File: src/rtl/cpu_pkg.sv
// Shared definitions for the multicycle CPU: next-PC select codes,
// opcode constants and the fetch state encoding.
package cpu_pkg;

  localparam logic [1:0] PCSRC_NEXT   = 2'b00;
  localparam logic [1:0] PCSRC_BRANCH = 2'b01;
  localparam logic [1:0] PCSRC_REG    = 2'b10;
  localparam logic [1:0] PCSRC_JUMP   = 2'b11;

  localparam logic [5:0] OP_ADD  = 6'b000000;
  localparam logic [5:0] OP_J    = 6'b000010;
  localparam logic [5:0] OP_JAL  = 6'b000011;
  localparam logic [5:0] OP_BEQ  = 6'b000100;
  localparam logic [5:0] OP_JR   = 6'b001000;
  localparam logic [5:0] OP_LW   = 6'b100011;
  localparam logic [5:0] OP_SW   = 6'b101011;
  localparam logic [5:0] OP_HALT = 6'b111111;

  typedef enum logic {
    FETCH_IDLE = 1'b0,
    FETCH_WAIT = 1'b1
  } fetch_state_e;

  // Absolute jump target: top nibble of the sequential PC, 26-bit index, word aligned.
  function automatic logic [31:0] jump_target(input logic [31:0] pc_plus4,
                                              input logic [25:0] jump_idx);
    return {pc_plus4[31:28], jump_idx, 2'b00};
  endfunction

endpackage

File: src/rtl/next_pc_calc.sv
// Combinational next-PC selection: sequential, PC-relative branch,
// register indirect (jr) and absolute jump.
module next_pc_calc
  import cpu_pkg::*;
(
  input  logic [31:0] pc,
  input  logic [1:0]  pc_src,
  input  logic [31:0] imm_ext,
  input  logic [31:0] rs_data,
  input  logic [25:0] jump_idx,
  output logic [31:0] pc_plus4,
  output logic [31:0] next_pc
);

  assign pc_plus4 = pc + 32'd4;

  // Select the next PC; all sums wrap modulo 2^32.
  always_comb begin
    next_pc = pc_plus4;
    case (pc_src)
      PCSRC_NEXT:   next_pc = pc_plus4;
      PCSRC_BRANCH: next_pc = pc_plus4 + {imm_ext[29:0], 2'b00};
      PCSRC_REG:    next_pc = rs_data;
      PCSRC_JUMP:   next_pc = jump_target(pc_plus4, jump_idx);
      default:      next_pc = pc_plus4;
    endcase
  end

endmodule

File: src/rtl/instr_fetch_unit.sv
// Fetch/PC stage: program counter, instruction register and a
// request/acknowledge fetch from instruction memory.
//
// state      | meaning
// -----------+-----------------------------------------------------------
// FETCH_IDLE | no fetch outstanding; IRWre starts a fetch, PCWre updates pc
// FETCH_WAIT | imem_req held; PCWre parks the target in pending_pc until ack
module instr_fetch_unit
  import cpu_pkg::*;
#(
  parameter logic [31:0] RESET_PC    = 32'h0000_0000,
  parameter int          IMEM_ADDR_W = 32
) (
  input  logic                   clk,
  input  logic                   RST,
  input  logic                   PCWre,
  input  logic                   IRWre,
  input  logic [1:0]             PCSrc,
  input  logic [31:0]            imm_ext,
  input  logic [31:0]            rs_data,
  output logic                   imem_req,
  output logic [IMEM_ADDR_W-1:0] imem_addr,
  input  logic                   imem_ack,
  input  logic [31:0]            imem_rdata,
  output logic [31:0]            pc,
  output logic [31:0]            pc_plus4,
  output logic [31:0]            ir,
  output logic [5:0]             opcode,
  output logic                   ir_valid,
  output logic                   busy
);

  fetch_state_e state, state_next;
  logic         fetch_start;
  logic         fetch_done;
  logic         pending;
  logic [31:0]  pending_pc;
  logic [31:0]  next_pc;

  next_pc_calc u_next_pc_calc (
    .pc       (pc),
    .pc_src   (PCSrc),
    .imm_ext  (imm_ext),
    .rs_data  (rs_data),
    .jump_idx (ir[25:0]),
    .pc_plus4 (pc_plus4),
    .next_pc  (next_pc)
  );

  // Fetch state register.
  always_ff @(posedge clk or negedge RST) begin
    if (!RST) state <= FETCH_IDLE;
    else      state <= state_next;
  end

  // Next state plus start/finish strobes; IRWre during WAIT is deliberately ignored.
  always_comb begin
    state_next  = state;
    fetch_start = 1'b0;
    fetch_done  = 1'b0;
    case (state)
      FETCH_IDLE: begin
        if (IRWre) begin
          fetch_start = 1'b1;
          state_next  = FETCH_WAIT;
        end
      end
      FETCH_WAIT: begin
        if (imem_ack) begin
          fetch_done = 1'b1;
          state_next = FETCH_IDLE;
        end
      end
      default: state_next = FETCH_IDLE;
    endcase
  end

  // Memory request, address and instruction register.
  always_ff @(posedge clk or negedge RST) begin
    if (!RST) begin
      imem_req  <= 1'b0;
      imem_addr <= '0;
      ir        <= '0;
      ir_valid  <= 1'b0;
    end else begin
      if (fetch_start) begin
        imem_addr <= pc[IMEM_ADDR_W-1:0];
        imem_req  <= 1'b1;
        ir_valid  <= 1'b0;
      end
      if (fetch_done) begin
        ir       <= imem_rdata;
        ir_valid <= 1'b1;
        imem_req <= 1'b0;
      end
    end
  end

  // Parks a PC update requested mid-fetch; the newest request wins.
  always_ff @(posedge clk or negedge RST) begin
    if (!RST) begin
      pending    <= 1'b0;
      pending_pc <= '0;
    end else if (state == FETCH_WAIT) begin
      if (imem_ack) begin
        pending <= 1'b0;
      end else if (PCWre) begin
        pending    <= 1'b1;
        pending_pc <= next_pc;
      end
    end
  end

  // Program counter: direct update in IDLE, deferred update on the accepting ack.
  always_ff @(posedge clk or negedge RST) begin
    if (!RST) begin
      pc <= RESET_PC;
    end else if (state == FETCH_IDLE) begin
      if (PCWre) pc <= next_pc;
    end else if (imem_ack) begin
      if (PCWre)        pc <= next_pc;
      else if (pending) pc <= pending_pc;
    end
  end

  assign opcode = ir[31:26];
  assign busy   = (state == FETCH_WAIT) | pending;

endmodule

File: config.mk
export PLATFORM = sky130hd
export DESIGN_NAME = instr_fetch_unit
export DESIGN_NICKNAME = d
export VERILOG_FILES = /design/src/rtl/cpu_pkg.sv /design/src/rtl/next_pc_calc.sv /design/src/rtl/instr_fetch_unit.sv
export SDC_FILE = /design/constraint.sdc
export NUM_CORES = 1
export LEC_CHECK = 0
export CAP_MARGIN = 20
export CORE_MARGIN = 2
export CORE_UTILIZATION = 38
export CTS_CLUSTER_SIZE = 10
export DETAILED_ROUTE_END_ITERATION = 16
export GPL_TIMING_DRIVEN = 0
export MAX_ROUTING_LAYER = met4
export PLACE_DENSITY = 0.62
export SLEW_MARGIN = 20
export SYNTH_ARGS = -nofsm -noshare
export SYNTH_HDL_FRONTEND = slang
export SYNTH_SLANG_ARGS = --single-unit
File: constraint.sdc
create_clock -name clk -period 4.29 [get_ports clk]
set_input_delay 0.6435 -clock clk [delete_from_list [all_inputs] [get_ports clk]]
set_output_delay 0.6435 -clock clk [all_outputs]
set_load 0.01 [all_outputs]
# Word level (Yosys, flattened, before mapping)
# Index checks and enable logic that the tools add are counted.
# word_totals
memories	0
regBits	132
rom_bits	0
latch_bits	0
ramBits	0
# op_classes
reduce_logical	7
add_sub_neg	2
bitwise_logic	3
order_cmp	0
n_mul	0
div	0
shifts	0
n_mux	18
eq_ne	5
# op_table
cell	count
2-to-1 mux 32 bit	5
one-hot mux 32 bit (4 select lines)	1
adder 32 x 3 -> 32 bit, second input constant	1
adder 32 bit	1
2-to-1 mux 1 bit	11
AND reduction 3 bit	2
nonzero test 2 bit	3
equality test 2 bit, second input constant	2
inequality test 3 x 2 -> 1 bit, second input constant	1
equality test 2 x 1 -> 1 bit, second input constant	1
logical NOT 2 bit	1
inequality test 2 bit, second input constant	1
inverter 1 bit	2
one-hot mux 1 bit (2 select lines)	1
AND reduction 2 bit	1
bitwise OR 1 bit	1

# Longest topological paths before layout
# depth
word_depth	6
mapped_depth	17

# By module
# Synthesis repeated with hierarchy kept, for this count alone.
# unflattened
hier_cells	706
area_unflattened_um2	8468.1
# modules_own_cells
module	area_per_inst_um2	cells_each	instances
instr_fetch_unit	5559.1	330	1
next_pc_calc	2909.0	376	1

# Worst setup path before layout
# Ideal clock, no wire load.
# synth_path
path_kind	register -> register
start	reg pc[2]
end	reg pc[31]
t_arrival_ps	3598
synth_period_minus_slack_ps	3680
required_time_ps	4208
path_slack_ps	610
setup_time_ps	82
path_stages_with_launch	17
path_cell_list	dfrtp_1 -> ha_1 -> and4_1 -> and2_1 -> nand2_1 -> nor2_1 -> xor2_1 -> ha_1 -> a21o_1 -> o21bai_1 -> a41oi_1 -> nand4b_1 -> o221ai_2 -> mux2i_1 -> nand2_1 -> or3_1 -> a31oi_1
# synth_via
elab_chain_len	6
elab_cells_between_ends	7
classes_between	add/sub (2); mux (5)
# synth_rtl
element	line	rtl
from (decl)	instr_fetch_unit.sv:25	output logic [31:0] pc,
from (signal assigned)	instr_fetch_unit.sv:119	if (PCWre) pc <= next_pc;
from (signal assigned)	instr_fetch_unit.sv:121	if (PCWre) pc <= next_pc;
from (signal assigned)	instr_fetch_unit.sv:122	else if (pending) pc <= pending_pc;
adder 32 x 3 -> 32 bit (*)	next_pc_calc.sv:15	assign pc_plus4 = pc + 32'd4;
named net pc_plus4[18]	instr_fetch_unit.sv:26	output logic [31:0] pc_plus4,
adder 32 bit (*)	next_pc_calc.sv:22	PCSRC_BRANCH: next_pc = pc_plus4 + {imm_ext[29:0], 2'b00};
one-hot mux 32 bit (4 select lines) (*)	next_pc_calc.sv:20	case (pc_src)
2-to-1 mux 32 bit	instr_fetch_unit.sv:121	
2-to-1 mux 32 bit	instr_fetch_unit.sv:120	end else if (imem_ack) begin
2-to-1 mux 32 bit (*)	instr_fetch_unit.sv:118	end else if (state == FETCH_IDLE) begin
# Mark *: on every way through the listed nets, which the timed path passes. The rest lies on a longest branch. The select of a mux whose other input is x is not followed.
# A chain may end at the register's enable or synchronous reset.

# Worst setup path in the final report
# layout_path
start	reg pc[2]
end	reg pending_pc[31]
# layout_via
elab_chain_len	3
# layout_rtl
element	line	rtl
adder 32 x 3 -> 32 bit (*)	next_pc_calc.sv:15	
adder 32 bit	next_pc_calc.sv:22	
one-hot mux 32 bit (4 select lines) (*)	next_pc_calc.sv:20	
to (signal assigned)	instr_fetch_unit.sv:109	pending_pc <= next_pc;
to (decl)	instr_fetch_unit.sv:37	logic [31:0] pending_pc;
# Every way passes the cells marked *; elsewhere a longest branch is shown, timed or not.

==> impl_metrics.yaml <==
global_routing:
  grt_pass1_wl_um: 45900
  grt-ovfl-total: 0
  antenna_found_initial: 0
  grtUsageTotal: 0.262
  first_global_vias: 7800
  grt_start_max_net_pins: 95
sta:
  max-slew-margin-rel: 0.353
  worst_slack_ps: 138
  setup_viol: 0
  period_needed_ps: 4150
  fmax_mhz: 241
  tightest_slew_ps: 971
  rsz0062_at_grt: "true"
  final_hold_viol_count: 0
  holdWs_ps: 89.8
  finalClockSkew_ps: 10.4
  maxSlewViolCount: 0
  fin_crit_sh: 0.968
finish:
  fin_cells: 1421
  drive_gt1_frac: 0.162
  fin_nets: 1266
  fill_cells: 2013
  syn2layout_area_growth_pct: 42.2
  diodes: 0
  fin_util: 0.550
synth:
  synth_area_um2: 8410
  post-synth-top-count-cell: "dfrtp_1"
  synth-async-reset-ratio: 1.00
  synth.distinct_cells: 63
  synthDominantCellAreaShare: 0.393
  synthCells: 865
  synth_top_cells_by_count: "dfrtp_1, nand2_1, mux2_2"
  syn-num-nets: 1003
  synth.top_cells.by_area: "dfrtp_1, mux2_2, ha_1, nand2_1, mux4_2"
  yosysSeqAreaShare: 0.393
  ys_warn_count: 0
  synth_ff_type: "dfrtp_1"
  synth-edff-count: 0
  ys_ff_latch: 132
  syn_avg_cell_area_um2: 9.72
  yosysTopAreaCell: "dfrtp_1"
power:
  p_total_mw: 8.16
  ir_drop_mv: 0.361
  p_per_area_nw_per_um2: 682
  power.leakage_nw: 5.07
job:
  drv_cap: 0
routing:
  viasPerCell: 5.54
  drtPass1Iterations: 5
  drtIter0Drc: 494
  wl_um: 30000
  wl_per_cell_um: 21.1
  drcViolationCount: 0
  via_count: 7873
  ant_nets: 0
placement:
  pre_cts_slack_ps: -395
  placedCellCount: 1381
  gp_congestion: 0.919
  place_hpwl_um: 22400
  numPortBuffers: 235
status:
  status: "finished, final reports clean"
clocking:
  clk_path_buf_depth: 2
  clk_pin_slew_worst_paths_ps: 60
  hold_buffers: 0
  tritoncts: "yes"
  cts_root_buf: "clkbuf_16"
  worstSkewPairLatency_ps: 440
  cts_buffers: 17
  clkSinkCount: 132
  htreeDepth: 4
worst_hold_path:
  hold_path.class: "in -> async"
die:
  placementRows: 54
  start_util: 0.387
  ios: 240
  die_w_um: 153
  coreArea_um2: 21800
  dieArea_um2: 23300
  die_h_um: 153
critical_path:
  worst_path_max_delay_cell: "dfrtp_2"
  critPathKind: "reg -> reg"
  max_stage_delay_ps: 440
  cp.required_ps: 4570
  cp_common_cell: "ha_2"
  worst-path-buf-inv: 0
  start_kind: "register"
  cp-end-kind: "register"
  crit_family: "compound AO/OA/AOI/OAI gates"
  crit_fanout: 6
  worstPathArrival_ps: 4430
  cp_cell_sequence: "ha_2 -> and4_2 -> and2_2 -> nand2_2 -> nor2_2 -> xor2_2 -> ha_2 -> a21o_1 -> o21bai_1 -> a41oi_2 -> nand4b_1 -> o221ai_2 -> mux2i_1 -> a21boi_0 -> xnor2_1 -> o311ai_2"
timing repair:
| action | 4_1_cts | 5_1_grt |
|---|---|---|
| resized for setup | 8 | 17 |
| setup buffers | 2 | 6 |
| setup endpoints to repair | 11 | 10 |
| pin swaps | 2 | 3 |
metal layers:
metal  track usage  routed length (um)  vias up
met1         0.345               13500     3876
met5             -                   0        -
li1              -                   -     3637
met3        0.0540                1780       36
met4        0.0750                 460        0
met2         0.410               14200      324
layout make-up:
cell class	instances	area (um^2)	share of cell area
multi-input combinational	653	4870	0.407
clock inverter	12	178	0.0149
tap	280	350	0.0293
clock buffer	20	457	0.0382
buffer	56	260	0.0218
timing repair buffer	244	2440	0.204
inverter	24	90.1	0.00753
sequential	132	3310	0.277
state kept, by name, summed over array words and instances, names as in the netlist:
register / flops
imem_addr: 32
imem_req: 1
ir: 32
ir_valid: 1
pc: 32
pending: 1
pending_pc: 32
state: 1
placed cells by master (no fill, tap or decap), types with 5 or more instances in the layout:
master,instances
a21oi_1,56
xnor2_2,8
a211oi_1,6
clkdlybuf4s50_1,234
a21o_1,23
o221ai_1,7
nand3_1,24
xnor2_1,26
mux4_2,14
clkbuf_16,17
and4_1,5
inv_1,24
a31oi_1,17
nand4_1,14
nand2b_1,11
xor2_1,16
and2_1,5
o21ai_0,51
dfrtp_1,128
o21a_1,5
ha_1,32
mux2i_1,16
buf_2,9
nor2b_1,14
nand2_1,107
o21bai_1,7
nor2_1,42
and3_1,13
buf_4,18
mux2_2,71
clkbuf_1,34
metrics by stage:
stage / area, um^2 / TNS [ps]
after global placement: 11100 / -399190
after CTS: 11800 / 0
after floorplan: 8410 / 0
final: 12000 / 0
after detailed placement: 11100 / -2580
after global routing: 12000 / -95.4
power breakdown:
part           switching (mW)  internal [mW]
Clock                   0.608           1.00
Sequential              0.518           1.74
Combinational            2.11           2.18
logic make-up after synthesis:
| family | after synthesis | share of synthesized area |
|---|---|---|
| xor gates and xnor gates | 51 | 0.0540 |
| muxes | 101 | 0.152 |
| and+or+nand+nor | 261 | 0.152 |
| adders and majority gates | 35 | 0.0530 |
| DFF | 132 | 0.393 |
| buffers and inverters | 80 | 0.0417 |
| AOI/OAI and AO/OA | 205 | 0.155 |
path summary, 6_finish.rpt:
check	cells past startpoint	endpoint	from	slack (ps)
setup / recovery	16	pending_pc[31]	pc[2]	140
hold / removal	1	ir[6]	RST	90
setup reg to reg	16	pending_pc[31]	pc[2]	140
hold reg to reg	2	pending_pc[29]	pending_pc[29]	480
max in group asynchronous	2	pc[2]	RST	3370
min in group clk	2	pending_pc[29]	pending_pc[29]	480
No activity file was read; power rests on OpenSTA's default activity.
